$ cat src/rtl/dice_pkg.sv
// Shared types and lookup tables for the dice roll controller.
package dice_pkg;

    localparam int RESULT_W = 7;
    localparam int DIE_W    = 3;
    localparam int NUM_DICE = 7;

    localparam logic [DIE_W-1:0] D4          = 3'd0;
    localparam logic [DIE_W-1:0] D6          = 3'd1;
    localparam logic [DIE_W-1:0] D8          = 3'd2;
    localparam logic [DIE_W-1:0] D10         = 3'd3;
    localparam logic [DIE_W-1:0] D12         = 3'd4;
    localparam logic [DIE_W-1:0] D20         = 3'd5;
    localparam logic [DIE_W-1:0] D100        = 3'd6;
    localparam logic [DIE_W-1:0] DIE_INVALID = 3'd7;

    typedef enum logic [2:0] {
        IDLE,
        DEBOUNCE,
        HELD,
        SAMPLE,
        DONE
    } state_t;

    function automatic logic [RESULT_W-1:0] die_sides(input logic [DIE_W-1:0] d);
        case (d)
            D4:      return 7'd4;
            D6:      return 7'd6;
            D8:      return 7'd8;
            D10:     return 7'd10;
            D12:     return 7'd12;
            D20:     return 7'd20;
            D100:    return 7'd100;
            default: return 7'd1;
        endcase
    endfunction

    // Smallest all-ones mask covering N-1, so every masked value is below 2N.
    function automatic logic [RESULT_W-1:0] die_mask(input logic [DIE_W-1:0] d);
        case (d)
            D4:      return 7'd3;
            D6:      return 7'd7;
            D8:      return 7'd7;
            D10:     return 7'd15;
            D12:     return 7'd15;
            D20:     return 7'd31;
            D100:    return 7'd127;
            default: return 7'd0;
        endcase
    endfunction

endpackage

$ cat src/rtl/dice_roll_sched_if.sv
// Roll request / result bundle between the I2C register file and the roll controller.
interface dice_roll_sched_if;
    import dice_pkg::*;

    logic                i2c_roll_req;
    logic [DIE_W-1:0]    i2c_roll_die;
    logic                i2c_roll_ack;
    logic [DIE_W-1:0]    die_sel;
    logic [RESULT_W-1:0] result;
    logic                result_valid;

    modport master (
        output i2c_roll_req, i2c_roll_die,
        input  i2c_roll_ack, die_sel, result, result_valid
    );

    modport slave (
        input  i2c_roll_req, i2c_roll_die,
        output i2c_roll_ack, die_sel, result, result_valid
    );

endinterface

$ cat src/rtl/dice_roll_sched_btn_sync_prio.sv
// Two-flop button synchronizers followed by a lowest-index-wins priority encoder.
module btn_sync_prio
    import dice_pkg::*;
(
    input  logic                clk,
    input  logic                rst_n,
    input  logic [NUM_DICE-1:0] btn_i,
    output logic [NUM_DICE-1:0] sbtn_o,
    output logic                any_o,
    output logic [DIE_W-1:0]    idx_o
);

    logic [NUM_DICE-1:0] meta_q;
    logic [NUM_DICE-1:0] sync_q;
    logic                found;

    always_ff @(posedge clk or negedge rst_n) begin
        if (!rst_n) begin
            meta_q <= '0;
            sync_q <= '0;
        end else begin
            meta_q <= btn_i;
            sync_q <= meta_q;
        end
    end

    always_comb begin
        idx_o = '0;
        found = 1'b0;
        for (int unsigned i = 0; i < NUM_DICE; i++) begin
            if (sync_q[i] && !found) begin
                idx_o = DIE_W'(i);
                found = 1'b1;
            end
        end
    end

    assign sbtn_o = sync_q;
    assign any_o  = |sync_q;

endmodule

$ cat src/rtl/dice_roll_sched.sv
// Roll controller: arbitrates button and I2C roll requests and sequences the shared roll datapath.
module dice_roll_sched
    import dice_pkg::*;
#(
    parameter int DEBOUNCE_CYCLES = 16,
    parameter int MAX_TRIES       = 8
) (
    input  logic                clk,
    input  logic                rst_n,
    input  logic                ena,
    input  logic [NUM_DICE-1:0] btn,
    input  logic [RESULT_W-1:0] rnd,
    output logic                lfsr_step,
    output logic                rolling,
    output logic                busy,
    dice_roll_sched_if.slave    roll
);

    localparam int DW = $clog2(DEBOUNCE_CYCLES);
    localparam int TW = (MAX_TRIES > 1) ? $clog2(MAX_TRIES) : 1;
    localparam logic [DW-1:0] DCNT_LAST  = DW'(DEBOUNCE_CYCLES - 1);
    localparam logic [TW-1:0] TRIES_LAST = TW'(MAX_TRIES - 1);

    state_t              state_q;
    logic [DIE_W-1:0]    die_q;
    logic [RESULT_W-1:0] result_q;
    logic [RESULT_W-1:0] cnt_q;
    logic [RESULT_W-1:0] cnt_d;
    logic [DW-1:0]       dcnt_q;
    logic [TW-1:0]       tries_q;
    logic                valid_q;
    logic                ack_q;

    logic [NUM_DICE-1:0] sbtn;
    logic [7:0]          sbtn_ext;
    logic                any_btn;
    logic [DIE_W-1:0]    btn_idx;
    logic [RESULT_W-1:0] sides;
    logic [RESULT_W-1:0] masked;
    logic                sel_btn;
    logic                accept;
    logic                last_try;
    logic                req_ok;

    btn_sync_prio u_sync (
        .clk    (clk),
        .rst_n  (rst_n),
        .btn_i  (btn),
        .sbtn_o (sbtn),
        .any_o  (any_btn),
        .idx_o  (btn_idx)
    );

    assign sbtn_ext = {1'b0, sbtn};

    always_comb begin
        sides    = die_sides(die_q);
        masked   = rnd & die_mask(die_q);
        sel_btn  = sbtn_ext[die_q];
        accept   = masked < sides;
        last_try = tries_q == TRIES_LAST;
        cnt_d    = (cnt_q == sides) ? 7'd1 : cnt_q + 7'd1;
        // A request is still visible in the cycle its ack is out; do not take it twice.
        req_ok   = roll.i2c_roll_req && !ack_q;
    end

    always_ff @(posedge clk or negedge rst_n) begin
        if (!rst_n) begin
            state_q  <= IDLE;
            die_q    <= '0;
            result_q <= '0;
            cnt_q    <= '0;
            dcnt_q   <= '0;
            tries_q  <= '0;
            valid_q  <= 1'b0;
            ack_q    <= 1'b0;
        end else begin
            valid_q <= 1'b0;
            ack_q   <= 1'b0;
            if (!ena) begin
                state_q <= IDLE;
            end else begin
                unique case (state_q)
                    IDLE: begin
                        if (any_btn) begin
                            die_q   <= btn_idx;
                            dcnt_q  <= '0;
                            state_q <= DEBOUNCE;
                        end else if (req_ok && roll.i2c_roll_die != DIE_INVALID) begin
                            die_q   <= roll.i2c_roll_die;
                            tries_q <= '0;
                            state_q <= SAMPLE;
                        end else if (req_ok) begin
                            ack_q <= 1'b1;
                        end
                    end
                    DEBOUNCE: begin
                        if (!sel_btn) begin
                            state_q <= IDLE;
                        end else if (dcnt_q == DCNT_LAST) begin
                            cnt_q   <= 7'd1;
                            state_q <= HELD;
                        end else begin
                            dcnt_q <= dcnt_q + DW'(1);
                        end
                    end
                    HELD: begin
                        if (sel_btn) begin
                            cnt_q <= cnt_d;
                        end else begin
                            result_q <= cnt_q;
                            valid_q  <= 1'b1;
                            state_q  <= DONE;
                        end
                    end
                    SAMPLE: begin
                        if (accept || last_try) begin
                            result_q <= accept ? masked + 7'd1 : masked - sides + 7'd1;
                            valid_q  <= 1'b1;
                            ack_q    <= 1'b1;
                            state_q  <= DONE;
                        end else begin
                            tries_q <= tries_q + TW'(1);
                        end
                    end
                    DONE: begin
                        if (!any_btn) state_q <= IDLE;
                    end
                    default: state_q <= IDLE;
                endcase
            end
        end
    end

    assign busy              = ena && (state_q != IDLE);
    assign rolling           = ena && (state_q == HELD);
    assign lfsr_step         = ena && (state_q == SAMPLE) && (accept || !last_try);
    assign roll.result       = result_q;
    assign roll.die_sel      = die_q;
    assign roll.result_valid = valid_q && ena;
    assign roll.i2c_roll_ack = ack_q && ena;

endmodule
$ cat src/flat_wrapper.sv
// flat-port wrapper written by rule: the top's interface ports become plain ports
module dice_roll_sched_flat import dice_pkg::*;
#(
    parameter int DEBOUNCE_CYCLES = 16,
    parameter int MAX_TRIES       = 8
)
  (clk, rst_n, ena, btn, rnd, lfsr_step, rolling, busy, roll_i2c_roll_req, roll_i2c_roll_die, roll_i2c_roll_ack, roll_die_sel, roll_result, roll_result_valid);
  dice_roll_sched_if roll_i ();
  input  logic clk;
  input  logic rst_n;
  input  logic ena;
  input  logic [NUM_DICE-1:0] btn;
  input  logic [RESULT_W-1:0] rnd;
  output logic lfsr_step;
  output logic rolling;
  output logic busy;
  input wire logic [$bits(roll_i.i2c_roll_req)-1:0] roll_i2c_roll_req;
  input wire logic [$bits(roll_i.i2c_roll_die)-1:0] roll_i2c_roll_die;
  output wire logic [$bits(roll_i.i2c_roll_ack)-1:0] roll_i2c_roll_ack;
  output wire logic [$bits(roll_i.die_sel)-1:0] roll_die_sel;
  output wire logic [$bits(roll_i.result)-1:0] roll_result;
  output wire logic [$bits(roll_i.result_valid)-1:0] roll_result_valid;
  assign roll_i.i2c_roll_req = roll_i2c_roll_req;
  assign roll_i.i2c_roll_die = roll_i2c_roll_die;
  assign roll_i2c_roll_ack = roll_i.i2c_roll_ack;
  assign roll_die_sel = roll_i.die_sel;
  assign roll_result = roll_i.result;
  assign roll_result_valid = roll_i.result_valid;
  dice_roll_sched #(.DEBOUNCE_CYCLES(DEBOUNCE_CYCLES), .MAX_TRIES(MAX_TRIES)) u_core (.clk(clk), .rst_n(rst_n), .ena(ena), .btn(btn), .rnd(rnd), .lfsr_step(lfsr_step), .rolling(rolling), .busy(busy), .roll(roll_i));
endmodule
$ cat config.mk
export PLATFORM = sky130hd
export DESIGN_NAME = dice_roll_sched_flat
export DESIGN_NICKNAME = d
export VERILOG_FILES = /design/src/rtl/dice_pkg.sv /design/src/rtl/dice_roll_sched_if.sv /design/src/rtl/dice_roll_sched_btn_sync_prio.sv /design/src/rtl/dice_roll_sched.sv /design/src/flat_wrapper.sv
export SDC_FILE = /design/constraint.sdc
export NUM_CORES = 1
export LEC_CHECK = 0
export ABC_AREA = 1
export CORE_MARGIN = 5
export CORE_UTILIZATION = 25
export CTS_CLUSTER_SIZE = 12
export DETAILED_ROUTE_END_ITERATION = 10
export GPL_ROUTABILITY_DRIVEN = 0
export PLACE_DENSITY = 0.47
export SYNTH_ARGS = -nofsm -noshare
export SYNTH_HDL_FRONTEND = slang
export SYNTH_SLANG_ARGS = --single-unit
$ cat constraint.sdc
create_clock -name clk -period 3.2 [get_ports clk]
set_input_delay 0.48 -clock clk [delete_from_list [all_inputs] [get_ports clk]]
set_output_delay 0.48 -clock clk [all_outputs]
set_load 0.01 [all_outputs]
# --- Word level (Yosys, flattened, before mapping) ---
# Index checks and enable logic that the tools add are counted.
classes:
  addsub: 6
  n_lt_le_gt_ge: 2
  n_eq_ne: 29
  mux: 53
  bitwise: 1
  reduce_logical: 41
op_table:
  columns: ["op", "count"]
  rows:
  - ["two-way mux 3 bit", 17]
  - ["two-way mux 7 bit", 7]
  - ["case mux 7 bit (7 select lines)", 1]
  - ["case mux 7 bit (5 select lines)", 1]
  - ["case mux 7 bit (2 select lines)", 2]
  - ["adder 7 x 1 -> 7 bit (second input constant)", 3]
  - ["AND reduction 5 bit", 4]
  - ["equality test 3 bit (second input constant)", 5]
  - ["two-way mux 1 bit", 15]
  - ["case mux 3 bit (5 select lines)", 1]
  - ["logical AND 1 bit", 14]
  - ["equality test 3 x 2 -> 1 bit (second input constant)", 4]
  - ["two-way mux 4 bit", 3]
  - ["!= test 2 x 1 -> 1 bit (second input constant)", 6]
  - ["nonzero test 2 bit", 5]
  - ["!= test 3 bit (second input constant)", 3]
  - ["logical NOT 1 bit", 8]
  - ["!= test 2 bit (second input constant)", 4]
  - ["case mux 4 bit (2 select lines)", 1]
  - ["bitwise AND 7 bit", 1]
  - ["equality test 7 bit", 1]
  - ["less-than comparator 7 bit", 1]
  - ["OR reduction 7 bit", 1]
  - ["subtractor 7 bit", 1]
  - ["18 further kinds", 23]
word_totals:
  ff_bits: 43
  input_bits: 21
  out_inout_bits: 15
  elab_cells: 142

# --- Logic depth before layout (Yosys ltp) ---
logic_depth:
  ltp_word: 20
  depth_mapped: 17
  depth_no_buf: 15

# --- Hierarchy ---
# Synthesis repeated with hierarchy kept, for this count alone.
hier_totals:
  cells_unflattened: 379
  hier_area_um2: 2890.3
by_module_without_submodules:
  columns: ["module", "instances", "cells_each", "area_per_inst_um2", "seq_area_each_um2"]
  rows:
  - ["dice_roll_sched", 1, 349, 2466.1, 725.7]
  - ["btn_sync_prio", 1, 30, 424.2, 350.3]

# --- Worst setup path before layout ---
# No wires, ideal clock.
synth_timing:
  path_type: "flip-flop to output port"
  startpoint: "register u_core.die_q[0] (netlist: u_core.roll.die_sel[0])"
  endpoint: "output lfsr_step"
  arrival_time_ps: 2097
  required_ps: 2720
  path_slack_ps: 623
  stages_incl_launch_ff: 13
  n_path_buf: 2
  path_cell_list: "dfrtp_1 buf_6 nand3_2 nand3_2 inv_2 ha_1 inv_1 fa_1 nor2_1 nor2_1 nand2_1 clkbuf_1 a21oi_1"
synth_between:
  elab_chain_len: 7
  word_cells_on_any_way: 15
  cone_classes: "order compare: 1; eq/ne: 6; mux: 2; bitwise: 1; reduce/logical: 5"
synth_rtl:
  columns: ["element", "line_no", "source"]
  rows:
  - ["from (decl)", "dice_roll_sched.sv:25", "logic [DIE_W-1:0] die_q;"]
  - ["from (signal assigned)", "dice_roll_sched.sv:86", "die_q <= btn_idx;"]
  - ["from (signal assigned)", "dice_roll_sched.sv:90", "die_q <= roll.i2c_roll_die;"]
  - ["equality test 3 x 2 -> 1 bit (tied with other cells)", "dice_pkg.sv:26, dice_pkg.sv:40", null]
  - ["OR reduction 2 bit (no source line)", null, null]
  - ["case mux 7 bit (5 select lines)", "dice_pkg.sv:40", "case (d)"]
  - ["bitwise AND 7 bit", "dice_roll_sched.sv:58", "masked = rnd & die_mask(die_q);"]
  - ["less-than comparator 7 bit *", "dice_roll_sched.sv:60", "accept = masked < sides;"]
  - ["logical OR 1 bit *", "dice_roll_sched.sv:137", "assign lfsr_step = ena && (state_q == SAMPLE) && (accept || !last_try);"]
  - ["logical AND 1 bit *", "dice_roll_sched.sv:137", null]
  - ["to (decl)", "flat_wrapper.sv:14", "output logic lfsr_step;"]
# Mark *: on every way between the ends. The rest lies on a longest branch, timed or not.

# --- Worst setup path in the final report ---
layout_timing:
  startpoint: "register u_core.die_q[2] (netlist: u_core.roll.die_sel[2])"
  endpoint: "output lfsr_step"
# The elaborated chain is that of the path after synthesis.

==> results.py <==
metrics = {
    "clocking": {
        "clk_root_buffer_cell": "clkbuf_16",
        "clk_pin_slew_ps": 70,
        "clk_latency_ps": 290,
        "clkSinkCount": 43,
        "cts_buffer_depth": 2,
        "cts_buffers": 5,
        "cts_max_level": 2,
        "cts_tree": "done",
    },
    "run": {
        "maxCapViolCount": 0,
    },
    "synth": {
        "synthTopCellsByArea": "dfrtp_1 36%, nand2_1 13%, ha_1 8.0%",
        "yosysUniqueCellTypes": 34,
        "syn-instance-count": 392,
        "synth_edf_count": 0,
        "synth_top_cell_by_area": "dfrtp_1",
        "syn_area_um2": 2984,
        "netlist.area_leader.share_pct": 36.06,
        "ys_seq_area_share_pct": 36.06,
        "ys_top_cells_by_count": "100 x nand2_1, 47 x inv_1, 43 x dfrtp_1, 35 x nand3_1, 32 x nor2_1",
        "yosys_warnings": 0,
        "synthArstFlopShare_pct": 100.0,
        "syn-num-nets": 435,
        "synth_seq_cells": 43,
        "yosysMostFrequentCell": "nand2_1",
        "synth_area_per_cell_um2": 7.613,
        "synth_ff_type": "dfrtp_1",
    },
    "cells_and_area": {
        "nFillCells": 1294,
        "syn_to_final_growth_pct": 25.58,
        "regArea_um2": 1080,
        "multi_input_area_um2": 1649,
        "drive_gt1_share_pct": 13.57,
        "diodes": 0,
        "finalNetCount": 484,
    },
    "detailed_routing": {
        "drc_errors": 0,
        "routed_wl_um": 7265,
        "viasPerCell": 4.433,
        "wl_per_cell_um": 12.33,
        "drt-pass1-iter-count": 4,
        "drtIter0Drc": 95,
        "vias": 2611,
        "drtAntennaViolNets": 0,
    },
    "floorplan": {
        "pin_count": 36,
        "start_util_pct": 25.16,
        "die_h_um": 119.3,
        "die_area_um2": 14220,
        "core_um2": 11860,
        "rows": 40,
        "dieWidth_um": 119.3,
    },
    "sta": {
        "fmax_mhz": 339.5,
        "clock-skew-final_ps": 12.07,
        "tightest_slew_ps": 970.7,
        "setup_viol": 0,
        "slew_violations": 0,
        "rsz0062_at_grt": "no",
        "min_period_ps": 2946,
        "relSlewSlack_pct": 35.28,
        "setup_tns_ps": 0,
        "fin_crit_sh_pct": 92.05,
        "hold_violations": 0,
    },
    "critical_path": {
        "crit_end": "lfsr_step",
        "critPathKind": "reg -> out",
        "timing.rr.end": "u_core.roll.result[5]$_DFFE_PN0P_",
        "cpMaxStageDelayCell": "dfrtp_2",
        "end_kind": "output pin",
        "reg2reg_slack_ps": 480,
        "critPathRequiredTime_ps": 2720,
        "cp_top_family": "buffers and inverters",
        "critical_path.startpoint": "u_core.roll.die_sel[2]$_DFFE_PN0P_",
        "arrival_ps": 2470,
        "max_stage_delay_ps": 460,
        "startpoint_type": "flip-flop",
        "ff2ff_path_depth": 15,
        "path_cells": "buf_4, inv_2, nand2_1, nand3_2, inv_2, ha_1, inv_1, fa_1, nor2_1, nor2_1, nand2_2, a21oi_2, dlygate4sd2_1",
        "critPathMaxFanout": 7,
        "rr_startpoint": "u_core.roll.die_sel[1]$_DFFE_PN0P_",
        "path_buf_inv": 5,
        "worstSetupPathDepth": 13,
    },
    "grt": {
        "overflow": 0,
        "grt_usage_pct": 10.90,
        "grt_pass1_vias": 2685,
        "antenna_found_initial": 0,
        "grt_pass1_wl_um": 12680,
        "grt_max_degree": 44,
    },
    "pwr": {
        "peakVddDrop_mv": 0.3078,
        "pwr_density_cell_nw_per_um2": 720.6,
        "total_power_mw": 2.700,
        "power_leakage_nw": 1.832,
    },
    "outcome": {
        "status": "complete, no violations",
    },
    "place": {
        "portBuffers": 35,
        "place_hpwl_um": 5807,
    },
    "min_path": {
        "worstHoldPathType": "in -> async",
    },
}
cell families (layout without fill, tap and decap cells):
kind of cell | after synthesis | count (layout) | share of synthesized area, %
adders and majority gates | 22 | 22 | 9.979
and+or+nand+nor | 198 | 198 | 30.61
DFF | 43 | 43 | 36.06
xor gates and xnor gates | 15 | 15 | 4.402
AOI/OAI and AO/OA | 52 | 52 | 9.896
buffers and inverters | 62 | 112 | 9.056
placed cells by master, fill, tap and decap left out, drive strengths merged:
master and instances:
a21boi 1, a21oi 18, a221oi 1, buf 17
bufinv 1, clkbuf 5, clkdlybuf4s50 33, clkinvlp 1
dfrtp 43, dlygate4sd2 1, fa 3, ha 19
inv 54, nand2 102, nand3 42, nand3b 2
nand4 6, nor2 40, nor3 6, o21a 3
o21ai 26, o21bai 1, o22ai 1, o31ai 1
xnor2 4, xor2 11
worst reg2reg max path: stages, from the launching register on:
cell	delay [ps]
dfrtp_2	480
nand3_2	230
nand2_1	150
inv_1	70
ha_1	290
inv_1	50
ha_1	220
fa_1	420
a21oi_1	160
nor2_1	60
nor2_1	110
xnor2_1	130
nand2_1	60
nand2_1	70
nand2_1	50
a21oi_1	120
final cells by class:
type	count	area share, %
well taps	147	4.908
inverters	53	5.309
flip-flops and latches	43	28.81
clock buffers	5	3.339
multi-input cells	287	44.01
repair buffers	51	12.39
clock inverters	3	1.235
per-stage QoR:
stage	area (um2)	setup slack [ps]	hold WS (ps)	cells	util, %
after floorplan	2984	622.6	184.4	392	-
after global placement	3532	49.96	332.7	577	29.78
after detailed placement	3532	10.36	334.7	577	29.78
after CTS	3747	216.2	350.3	589	31.59
after global routing	3747	32.37	359.2	589	31.59
final	3747	254.4	343.1	589	31.59
sequential cells by signal, indices dropped and copies added, names as in the netlist:
name,cells
u_core.valid_q,1
u_core.u_sync.sbtn_o,7
u_core.tries_q,3
u_core.roll.die_sel,3
u_core.u_sync.meta_q,7
u_core.ack_q,1
u_core.cnt_q,7
u_core.state_q,3
u_core.roll.result,7
u_core.dcnt_q,4
worst min path at each step:
| stage | from | to | slack (ps) | depth (start not counted) |
|---|---|---|---|---|
| after floorplan | rst_n | u_core.ack_q$_DFF_PN0_ | 180 | 0 |
| after global placement | u_core.u_sync.meta_q[1]$_DFF_PN0_ | u_core.u_sync.sbtn_o[1]$_DFF_PN0_ | 330 | 0 |
| after detailed placement | u_core.u_sync.meta_q[0]$_DFF_PN0_ | u_core.u_sync.sbtn_o[0]$_DFF_PN0_ | 330 | 0 |
| after CTS | u_core.u_sync.meta_q[0]$_DFF_PN0_ | u_core.u_sync.sbtn_o[0]$_DFF_PN0_ | 350 | 0 |
| after global routing | u_core.u_sync.meta_q[1]$_DFF_PN0_ | u_core.u_sync.sbtn_o[1]$_DFF_PN0_ | 360 | 0 |
| final | rst_n | u_core.dcnt_q[3]$_DFFE_PN0P_ | 340 | 1 |
repair_timing:
action	CTS	global route
endpoints found under the setup margin	1	0
gates resized for setup	8	0
hold buffers	0	0
setup buffers	4	0
routing by layer:
| metal | vias to the layer above | GRT usage (%) | share of wire (%) |
|---|---|---|---|
| met4 | 0 | 2.679 | 0.89 |
| li1 | 1360 | - | - |
| met5 | - | 0 | 0 |
| met2 | 40 | 18.05 | 47 |
| met1 | 1205 | 14.32 | 49 |
| met3 | 6 | 2.517 | 3.3 |
report_power, final:
| part | switching, mW | internal, mW | total [mW] |
|---|---|---|---|
| clock network | 0.227 | 0.371 | 0.598 |
| registers | 0.111 | 0.640 | 0.750 |
| logic | 0.795 | 0.558 | 1.35 |
Note: power is estimated with default switching activity, not from simulation.
